### config.mk
export PLATFORM = sky130hd
export DESIGN_NAME = wb_byte_master_flat
export DESIGN_NICKNAME = d
export VERILOG_FILES = /design/src/rtl/wb_byte_master_if.sv /design/src/rtl/wb_byte_master.sv /design/src/flat_wrapper.sv
export SDC_FILE = /design/constraint.sdc
export NUM_CORES = 1
export LEC_CHECK = 0
export ABC_CLOCK_PERIOD_IN_PS = 2300
export CORE_ASPECT_RATIO = 1.75
export CORE_UTILIZATION = 45
export CTS_BUF_LIST = sky130_fd_sc_hd__clkbuf_16
export DETAILED_ROUTE_END_ITERATION = 10
export GPL_ROUTABILITY_DRIVEN = 0
export HOLD_SLACK_MARGIN = 0.08
export PLACE_DENSITY = 0.74
export SYNTH_ARGS = -nofsm -noshare
export SYNTH_HDL_FRONTEND = slang
export SYNTH_SLANG_ARGS = --single-unit
### constraint.sdc
create_clock -name clk -period 2.3 [get_ports clk]
set_input_delay 0.345 -clock clk [delete_from_list [all_inputs] [get_ports clk]]
set_output_delay 0.345 -clock clk [all_outputs]
set_load 0.02 [all_outputs]
### src/rtl/wb_byte_master_if.sv
// Byte-stream and Wishbone signal bundle for wb_byte_master.
// master = initiator view, slave = stream source / responder view.
interface wb_byte_master_if;
    logic [7:0]  in_data;
    logic        in_valid;
    logic        in_ready;
    logic [7:0]  out_data;
    logic        out_valid;
    logic        out_ready;
    logic [7:0]  wb_addr;
    logic [31:0] wb_rdata;
    logic [31:0] wb_wdata;
    logic        wb_we;
    logic        wb_cyc;
    logic        wb_ack;

    modport master (
        input  in_data,
        input  in_valid,
        output in_ready,
        output out_data,
        output out_valid,
        input  out_ready,
        output wb_addr,
        input  wb_rdata,
        output wb_wdata,
        output wb_we,
        output wb_cyc,
        input  wb_ack
    );

    modport slave (
        output in_data,
        output in_valid,
        input  in_ready,
        input  out_data,
        input  out_valid,
        output out_ready,
        input  wb_addr,
        output wb_rdata,
        input  wb_wdata,
        input  wb_we,
        input  wb_cyc,
        output wb_ack
    );
endinterface

### src/rtl/wb_byte_master.sv
// Byte-serial command stream to single 32-bit Wishbone transfers,
// with a byte-serial status/read-data response stream.
module wb_byte_master #(
    parameter int unsigned TIMEOUT = 255,
    parameter int unsigned TW      = 16
) (
    input  logic                clk,
    input  logic                rst,
    wb_byte_master_if.master    bus,
    output logic                busy
);

    typedef enum logic [2:0] {
        S_CMD,
        S_ADDR,
        S_WDATA,
        S_BUS,
        S_RSP
    } state_t;

    localparam logic [TW-1:0] CNT_LAST = TW'(TIMEOUT - 1);

    state_t        state_q, state_d;
    logic          we_q, we_d;
    logic [7:0]    addr_q, addr_d;
    logic [31:0]   wdata_q, wdata_d;
    logic [31:0]   rdata_q, rdata_d;
    logic          tout_q, tout_d;
    logic          sts_pend_q, sts_pend_d;
    logic [1:0]    idx_q, idx_d;
    logic [TW-1:0] cnt_q, cnt_d;

    logic          in_rdy;
    logic          in_fire;
    logic          out_fire;
    logic [7:0]    rsp_byte;

    always_ff @(posedge clk) begin
        if (rst) begin
            state_q    <= S_CMD;
            we_q       <= 1'b0;
            addr_q     <= 8'h00;
            wdata_q    <= 32'h0;
            rdata_q    <= 32'h0;
            tout_q     <= 1'b0;
            sts_pend_q <= 1'b0;
            idx_q      <= 2'd0;
            cnt_q      <= '0;
        end else begin
            state_q    <= state_d;
            we_q       <= we_d;
            addr_q     <= addr_d;
            wdata_q    <= wdata_d;
            rdata_q    <= rdata_d;
            tout_q     <= tout_d;
            sts_pend_q <= sts_pend_d;
            idx_q      <= idx_d;
            cnt_q      <= cnt_d;
        end
    end

    always_comb begin
        in_rdy   = (state_q == S_CMD) ||
                   (state_q == S_ADDR) ||
                   (state_q == S_WDATA);
        in_fire  = bus.in_valid & in_rdy;
        out_fire = (state_q == S_RSP) & bus.out_ready;
    end

    always_comb begin
        state_d    = state_q;
        we_d       = we_q;
        addr_d     = addr_q;
        wdata_d    = wdata_q;
        rdata_d    = rdata_q;
        tout_d     = tout_q;
        sts_pend_d = sts_pend_q;
        idx_d      = idx_q;
        cnt_d      = cnt_q;

        unique case (state_q)
            S_CMD: begin
                if (in_fire) begin
                    we_d    = bus.in_data[7];
                    state_d = S_ADDR;
                end
            end
            S_ADDR: begin
                if (in_fire) begin
                    addr_d  = bus.in_data;
                    idx_d   = 2'd0;
                    cnt_d   = '0;
                    state_d = we_q ? S_WDATA : S_BUS;
                end
            end
            S_WDATA: begin
                if (in_fire) begin
                    unique case (idx_q)
                        2'd0: wdata_d[7:0]   = bus.in_data;
                        2'd1: wdata_d[15:8]  = bus.in_data;
                        2'd2: wdata_d[23:16] = bus.in_data;
                        2'd3: wdata_d[31:24] = bus.in_data;
                        default: ;
                    endcase
                    idx_d = idx_q + 2'd1;
                    if (idx_q == 2'd3) begin
                        cnt_d   = '0;
                        state_d = S_BUS;
                    end
                end
            end
            S_BUS: begin
                // ack takes priority over a coincident terminal count
                if (bus.wb_ack) begin
                    rdata_d    = bus.wb_rdata;
                    tout_d     = 1'b0;
                    sts_pend_d = 1'b1;
                    idx_d      = 2'd0;
                    state_d    = S_RSP;
                end else if (cnt_q == CNT_LAST) begin
                    rdata_d    = 32'h0;
                    tout_d     = 1'b1;
                    sts_pend_d = 1'b1;
                    idx_d      = 2'd0;
                    state_d    = S_RSP;
                end else begin
                    cnt_d = cnt_q + TW'(1);
                end
            end
            S_RSP: begin
                if (out_fire) begin
                    if (sts_pend_q) begin
                        sts_pend_d = 1'b0;
                        if (we_q) begin
                            state_d = S_CMD;
                        end
                    end else begin
                        idx_d = idx_q + 2'd1;
                        if (idx_q == 2'd3) begin
                            state_d = S_CMD;
                        end
                    end
                end
            end
            default: begin
                state_d = S_CMD;
            end
        endcase
    end

    always_comb begin
        rsp_byte = 8'h00;
        if (sts_pend_q) begin
            rsp_byte = {7'd0, tout_q};
        end else begin
            unique case (idx_q)
                2'd0: rsp_byte = rdata_q[7:0];
                2'd1: rsp_byte = rdata_q[15:8];
                2'd2: rsp_byte = rdata_q[23:16];
                2'd3: rsp_byte = rdata_q[31:24];
                default: ;
            endcase
        end
    end

    always_comb begin
        bus.in_ready  = in_rdy;
        bus.out_valid = (state_q == S_RSP);
        bus.out_data  = (state_q == S_RSP) ? rsp_byte : 8'h00;
        bus.wb_cyc    = (state_q == S_BUS);
        bus.wb_we     = we_q;
        bus.wb_addr   = addr_q;
        bus.wb_wdata  = wdata_q;
        busy          = (state_q != S_CMD);
    end

endmodule

### src/flat_wrapper.sv
// flat-port wrapper written by rule: the top's interface ports become plain ports
module wb_byte_master_flat 
#(
    parameter int unsigned TIMEOUT = 255,
    parameter int unsigned TW      = 16
)
  (clk, rst, busy, bus_in_data, bus_in_valid, bus_in_ready, bus_out_data, bus_out_valid, bus_out_ready, bus_wb_addr, bus_wb_rdata, bus_wb_wdata, bus_wb_we, bus_wb_cyc, bus_wb_ack);
  wb_byte_master_if bus_i ();
  input  logic clk;
  input  logic rst;
  output logic busy;
  input wire logic [$bits(bus_i.in_data)-1:0] bus_in_data;
  input wire logic [$bits(bus_i.in_valid)-1:0] bus_in_valid;
  output wire logic [$bits(bus_i.in_ready)-1:0] bus_in_ready;
  output wire logic [$bits(bus_i.out_data)-1:0] bus_out_data;
  output wire logic [$bits(bus_i.out_valid)-1:0] bus_out_valid;
  input wire logic [$bits(bus_i.out_ready)-1:0] bus_out_ready;
  output wire logic [$bits(bus_i.wb_addr)-1:0] bus_wb_addr;
  input wire logic [$bits(bus_i.wb_rdata)-1:0] bus_wb_rdata;
  output wire logic [$bits(bus_i.wb_wdata)-1:0] bus_wb_wdata;
  output wire logic [$bits(bus_i.wb_we)-1:0] bus_wb_we;
  output wire logic [$bits(bus_i.wb_cyc)-1:0] bus_wb_cyc;
  input wire logic [$bits(bus_i.wb_ack)-1:0] bus_wb_ack;
  assign bus_i.in_data = bus_in_data;
  assign bus_i.in_valid = bus_in_valid;
  assign bus_in_ready = bus_i.in_ready;
  assign bus_out_data = bus_i.out_data;
  assign bus_out_valid = bus_i.out_valid;
  assign bus_i.out_ready = bus_out_ready;
  assign bus_wb_addr = bus_i.wb_addr;
  assign bus_i.wb_rdata = bus_wb_rdata;
  assign bus_wb_wdata = bus_i.wb_wdata;
  assign bus_wb_we = bus_i.wb_we;
  assign bus_wb_cyc = bus_i.wb_cyc;
  assign bus_i.wb_ack = bus_wb_ack;
  wb_byte_master #(.TIMEOUT(TIMEOUT), .TW(TW)) u_core (.clk(clk), .rst(rst), .bus(bus_i), .busy(busy));
endmodule
==> flow_summary.ini, run 1 <==
[pwr]
ir_worst_vdd_uv = 564
power_density_nw_per_um2 = 692
static-leakage-power_nw = 1.99

[routing]
wl_per_cell_um = 15.9
detailedRoute.firstIterationViolations = 230
vias_per_cell = 5.61
via_count = 3890
drcViolationCount = 0
detail_route.first_pass.iterations = 4
drt-total-wl_mm = 11.0
detail-route-antenna-nets = 0

[synth]
async_reset_ff_share_pct = 0
synth_common_cells = sky130_fd_sc_hd__dfxtp_1 (96), sky130_fd_sc_hd__a21oi_1 (53), sky130_fd_sc_hd__nand2_1 (49)
yosys_most_used_dff = sky130_fd_sc_hd__dfxtp_1
synth_top_area_share_pct = 47.2
number_of_unique_standard_cell_types_used_by_synthesis = 50
post-synth-top-count-cell = sky130_fd_sc_hd__dfxtp_1
post_synth_main_area_contributors = sky130_fd_sc_hd__dfxtp_1 (47%), sky130_fd_sc_hd__a22o_1 (6.9%), sky130_fd_sc_hd__a21oi_1 (6.5%), sky130_fd_sc_hd__nand3_1 (4.7%), sky130_fd_sc_hd__nand2_1 (4.5%)
yosysSeqAreaShare_pct = 47.2
syn_inst = 458
ys_ff_latch = 96
avgSynthCellArea_um2 = 8.89
synth.net_count = 510
synth-edff-count = 0
mappedNetlistArea_um2 = 4070
yosys.area.top_type = sky130_fd_sc_hd__dfxtp_1
yosys_warnings = 0

[floorplan]
die-width_um = 73.9
ios = 98
die_area_um2 = 9440
floorplan.initialDensity_pct = 46.6
core_region_area_um2 = 8730
placement_rows = 45
die_h_um = 128

[clocking]
number_of_buffers_added_by_the_clock_tree_synthesis_step = 9
clock_insertion_delay_worst_skew_ns = 0.35
htree_levels = 3
clock_tree.buffer_depth = 2
clock_sinks = 96
cts_tree = built
clkSlewWorstSetupHoldPaths_ns = 0.07
cts.root.buffer_cell = sky130_fd_sc_hd__clkbuf_16

[global_route]
initial_antenna_violation_count = 0
first_global_vias = 3653
grt_use_total_pct = 24.0
grt_pass1_wl_mm = 17.4
grt_start_max_net_pins = 51
globalRoute.totalOverflow = 0

[critical_path]
worstSetupPathType = flop to primary output
crit_path_end = bus_out_data[1]
crit_required_ns = 1.96
worst_reg2reg_path_length_in_cells = 8
rrSetupSlack_ns = 0.29
worstReg2RegStart = u_core.idx_q[1]
critPathLaunchType = flop
crit_start = u_core.idx_q[1]
critical_path.max_fanout = 4
rr_endpoint = u_core.cnt_q[11]
end_kind = primary output
worst-endpoint-arrival_ns = 1.86

[final_layout]
final_instance_area_um2 = 5650
antenna_cells = 0
layout-drive-gt1-share_pct = 13.7
area.growth.synth_to_final_pct = 38.7
layout.cells.non_filler = 693
multiInputGateArea_um2 = 2030
ff_latch_area_um2 = 1920
net_count_of_the_finished_layout = 623
utilization_pct = 64.7
num-fill-cells = 747

[sta]
finalHoldViolations = 0
holdWs_ns = 0.264
setup-violations-final = 0
slew_headroom_pct = 65.2
setup_repair_after_global_routing_missed_its_margin = true
layout_worst_path_cycle_share_pct = 96.0
maxClockFrequency_mhz = 453
max_slew.worst_pin.slew_ns = 0.521
final.min_clock_period_ns = 2.21
skew_ns = 0.00999
fin_tns_setup_ns = 0
report.final.slew_viol_count = 0

[run]
maxCapViolCount = 0

[placement]
post-place-cells = 674
detailed_place_hpwl_mm = 7.96
numPortBuffers = 97
placed_cell_area_um2 = 5320

[hold_path]
hold_class = input pin to flop

[status]
run_status = finished clean
-- layer usage --
layer | track usage [%] | vias up | share of wire (%)
li1 | - | 1900 | -
met1 | 25.4 | 1866 | 39
met2 | 43.7 | 99 | 54
met3 | 5.19 | 25 | 3.6
met4 | 11.5 | 0 | 3.2
met5 | 0 | - | 0
-- worst min path at each step --
stage,slack (ns),cells after the start,endpoint,from
CTS,0.26,2,u_core.cnt_q[5],rst
finish,0.26,2,u_core.sts_pend_q,rst
floorplan,0.44,1,u_core.tout_q,bus_wb_ack
detailed placement,0.45,2,u_core.bus.wb_wdata[8],u_core.bus.wb_wdata[8]
global route,0.27,2,u_core.sts_pend_q,rst
global placement,0.44,2,u_core.bus.wb_wdata[31],u_core.bus.wb_wdata[31]
-- critical path, stage by stage (launching register included) --
cell and delay [ns]:
sky130_fd_sc_hd__dfxtp_2 0.34, sky130_fd_sc_hd__buf_4 0.14, sky130_fd_sc_hd__ha_4 0.17, sky130_fd_sc_hd__buf_4 0.13, sky130_fd_sc_hd__a222oi_1 0.30, sky130_fd_sc_hd__nor2_1 0.07
sky130_fd_sc_hd__a21oi_1 0.12, sky130_fd_sc_hd__nor2_1 0.07, sky130_fd_sc_hd__buf_2 0.18
-- flip-flops by register name, indices dropped and copies added (netlist names) --
signal               count
u_core.sts_pend_q        1
u_core.state_q           3
u_core.bus.wb_addr       8
u_core.bus.wb_we         1
u_core.idx_q             2
u_core.bus.wb_wdata     32
u_core.cnt_q            16
u_core.rdata_q          32
u_core.tout_q            1
-- placed cells by master, fill, tap and decap left out, types with 4 or more instances in the layout --
| cell type | synthesis | routed |
|---|---|---|
| sky130_fd_sc_hd__o21ai_0 | 10 | 9 |
| sky130_fd_sc_hd__xor2_1 | 6 | 6 |
| sky130_fd_sc_hd__nand3_1 | 38 | 38 |
| sky130_fd_sc_hd__clkbuf_16 | 0 | 9 |
| sky130_fd_sc_hd__a21oi_1 | 53 | 50 |
| sky130_fd_sc_hd__o31ai_1 | 6 | 6 |
| sky130_fd_sc_hd__nor3_1 | 8 | 8 |
| sky130_fd_sc_hd__buf_2 | 5 | 7 |
| sky130_fd_sc_hd__a21oi_2 | 1 | 4 |
| sky130_fd_sc_hd__nand2_1 | 49 | 49 |
| sky130_fd_sc_hd__nor2_1 | 37 | 37 |
| sky130_fd_sc_hd__ha_1 | 7 | 4 |
| sky130_fd_sc_hd__dfxtp_1 | 96 | 94 |
| sky130_fd_sc_hd__nand2b_1 | 6 | 6 |
| sky130_fd_sc_hd__buf_4 | 0 | 37 |
| sky130_fd_sc_hd__clkdlybuf4s50_1 | 0 | 88 |
| sky130_fd_sc_hd__a22o_1 | 32 | 32 |
| sky130_fd_sc_hd__or4_1 | 4 | 4 |
| sky130_fd_sc_hd__o211ai_1 | 4 | 4 |
| sky130_fd_sc_hd__a222oi_1 | 8 | 8 |
| sky130_fd_sc_hd__mux2i_1 | 9 | 9 |
-- per-stage QoR --
stage	setup WS (ns)	power, mW
after floorplan	0.159	2.16
final	0.0929	3.91
after global routing	-0.0339	4.06
after global placement	-0.0101	2.44
after CTS	0.00417	3.93
after detailed placement	-0.0435	2.45
-- timing repair --
action / CTS / global route
resized for setup: 34 / 13
endpoints found under the setup margin: 8 / 8
hold buffers: 0 / 0
setup buffers: 0 / 3
pin swaps: 4 / 5
-- where the power goes --
part / internal [mW] / switching [mW] / total, mW
logic: 0.312 / 0.348 / 0.660
clock network: 0.842 / 0.640 / 1.48
registers: 1.72 / 0.0492 / 1.77
-- cell families after synthesis --
| logic type | Yosys count | synth area share [%] |
|---|---|---|
| muxes | 9 | 2.21 |
| buffers and inverters | 38 | 3.87 |
| and+or+nand+nor | 170 | 20.8 |
| adders and majority gates | 7 | 2.15 |
| AOI/OAI and AO/OA | 131 | 22.2 |
| DFF | 96 | 47.2 |
| xor gates and xnor gates | 7 | 1.51 |
-- final cells by class --
cell class	count	share of cell area [%]
clock buffer	9	3.99
clock inverter	7	1.29
inverter	5	0.332
multi-input combinational	324	36.0
sequential	96	34.1
tap	117	2.59
timing repair buffer	135	21.7
Note: power is estimated with default switching activity, not from simulation.
==> run 2, diff against run 1 <==
- CORE_UTILIZATION: 45 -> 40
- PLACE_DENSITY: 0.74 -> 0.67
==> flow_summary.ini, run 2 (same netlist as run 1, synthesis figures left out) <==
[global_route]
globalRoute.totalOverflow = 0
grt_start_max_net_pins = 50
grt_use_total_pct = 22.0
initial_antenna_violation_count = 0
first_global_vias = 3729
grt_pass1_wl_mm = 18.2

[clocking]
htree_levels = 3
clock_sinks = 96
cts-hold-fix-buffers = 0
number_of_buffers_added_by_the_clock_tree_synthesis_step = 9
cts_tree = built
clock_insertion_delay_worst_skew_ns = 0.35
cts.root.buffer_cell = sky130_fd_sc_hd__clkbuf_16
clock_tree.buffer_depth = 2
clkSlewWorstSetupHoldPaths_ns = 0.07

[critical_path]
worst-endpoint-arrival_ns = 1.86
critPathSlowestCell = sky130_fd_sc_hd__dfxtp_4
cp_cell_sequence = inv_2, ha_2, a222oi_1, nor2_1, a21oi_1, o21ai_1, and2_4, buf_6
largest_stage_delay_on_the_critical_path_ns = 0.38
crit_required_ns = 1.96
critical_path.max_fanout = 3
end_kind = primary output
worst_reg2reg_path_length_in_cells = 8
number_of_buffers_and_inverters_on_the_critical_path = 2
worstSetupPathType = flop to primary output
critPathLaunchType = flop
crit_family = compound AO/OA/AOI/OAI gates
critical_path_cell_count = 8

[sta]
maxClockFrequency_mhz = 453
final.min_clock_period_ns = 2.21
finalHoldViolations = 0
skew_ns = 0.00992
setup-violations-final = 0
timing.final.ws_setup_ns = 0.0945
slew_headroom_pct = 66.3
max_slew.worst_pin.slew_ns = 0.505
layout_worst_path_cycle_share_pct = 95.9
fin_tns_setup_ns = 0
report.final.slew_viol_count = 0
setup_repair_after_global_routing_missed_its_margin = true

[floorplan]
placement_rows = 48
core_region_area_um2 = 9850
die_area_um2 = 10600
ios = 98
die-width_um = 78.3
die_h_um = 135
floorplan.initialDensity_pct = 41.3

[pwr]
internal_power_mw = 2.79
clkPwrFrac_pct = 38.1
switchingPower_mw = 1.11
power_density_nw_per_um2 = 694
ir_worst_vdd_uv = 467
static-leakage-power_nw = 1.97
swShare_pct = 28.5
p_seq_share_pct = 45.2
combinationalPowerShare_pct = 16.7

[placement]
dp_slack_ns = -0.0954
placed_cell_area_um2 = 5300
numPortBuffers = 97
detailed_place_hpwl_mm = 8.29
post-place-cells = 678

[final_layout]
area.growth.synth_to_final_pct = 38.1
layout.cells.non_filler = 694
layout-drive-gt1-share_pct = 12.7
num-fill-cells = 939
antenna_cells = 0
final_instance_area_um2 = 5620
mostFrequentLayoutCell = sky130_fd_sc_hd__dfxtp_1
net_count_of_the_finished_layout = 616
most-common-layout-cells = sky130_fd_sc_hd__dfxtp_1 (94), sky130_fd_sc_hd__clkdlybuf4s50_1 (87), sky130_fd_sc_hd__a21oi_1 (52), sky130_fd_sc_hd__nand2_1 (49), sky130_fd_sc_hd__nand3_1 (38)

[routing]
detail-route-antenna-nets = 0
drt-total-wl_mm = 11.4
drcViolationCount = 0
via_count = 3844
vias_per_cell = 5.54
detailedRoute.firstIterationViolations = 246
detail_route.first_pass.iterations = 5
wl_per_cell_um = 16.4

[status]
run_status = finished clean

[hold_path]
hold-path-cell-count = 2
hold_class = input pin to flop

[run]
maxCapViolCount = 0
-- run 2: changes by cell type in the layout (fill, tap and decap cells not counted), moves of 2 or more --
cell	change
sky130_fd_sc_hd__buf_4	-7
sky130_fd_sc_hd__inv_8	+4
sky130_fd_sc_hd__a21oi_1	+2
sky130_fd_sc_hd__a21oi_2	-2
sky130_fd_sc_hd__buf_2	-2
sky130_fd_sc_hd__clkinv_2	-2
sky130_fd_sc_hd__clkinvlp_4	-2
sky130_fd_sc_hd__dfxtp_2	-2
sky130_fd_sc_hd__dfxtp_4	+2
-- run 2: power groups by stage --
| stage | clock network [mW] | registers, mW | logic [mW] |
|---|---|---|---|
| after floorplan | 0 | 1.82 | 0.340 |
| after global placement | 0 | 1.80 | 0.641 |
| after detailed placement | 0 | 1.80 | 0.650 |
| after CTS | 1.52 | 1.76 | 0.654 |
| after global routing | 1.57 | 1.77 | 0.710 |
| final | 1.49 | 1.76 | 0.653 |
-- run 2: timing repair --
item / 4_1_cts / 5_1_grt
pin swaps: 1 / 11
buffers inserted: 0 / 1
endpoints found under the setup margin: 8 / 9
gates resized for setup: 32 / 20
-- run 2: cell type report --
type                    count  area [um^2]  area share [%]
well taps                 125          156            2.78
repair buffers            128         1190            21.2
clock inverters             7         71.3            1.27
clock buffers               9          225            4.01
flip-flops and latches     96         1930            34.3
multi-input cells         324         2030            36.1
inverters                   5         21.3           0.378
-- run 2: per-stage QoR --
stage,utilization [%],power [mW],hold slack [ns]
floorplan,-,2.16,0.441
global placement,53.8,2.44,0.441
detailed placement,53.8,2.45,0.446
CTS,56.7,3.94,0.284
global route,57.1,4.05,0.294
finish,57.1,3.90,0.276
-- run 2: layer usage --
metal | GRT usage [%] | routed length (um) | up-vias
li1 | - | - | 1887
met1 | 23.8 | 4430 | 1824
met2 | 40.4 | 6130 | 103
met3 | 2.96 | 370 | 30
met4 | 12.4 | 427 | 0
met5 | 0 | 0 | -
-- run 2: worst paths after layout --
kind | slack, ns | startpoint | endpoint
worst max register to register | 0.20 | u_core.cnt_q[0] | u_core.cnt_q[6]
worst min-delay path | 0.28 | rst | u_core.tout_q
worst min register to register | 0.46 | u_core.bus.wb_wdata[31] | u_core.bus.wb_wdata[31]
worst max-delay path | 0.09 | u_core.idx_q[1] | bus_out_data[0]
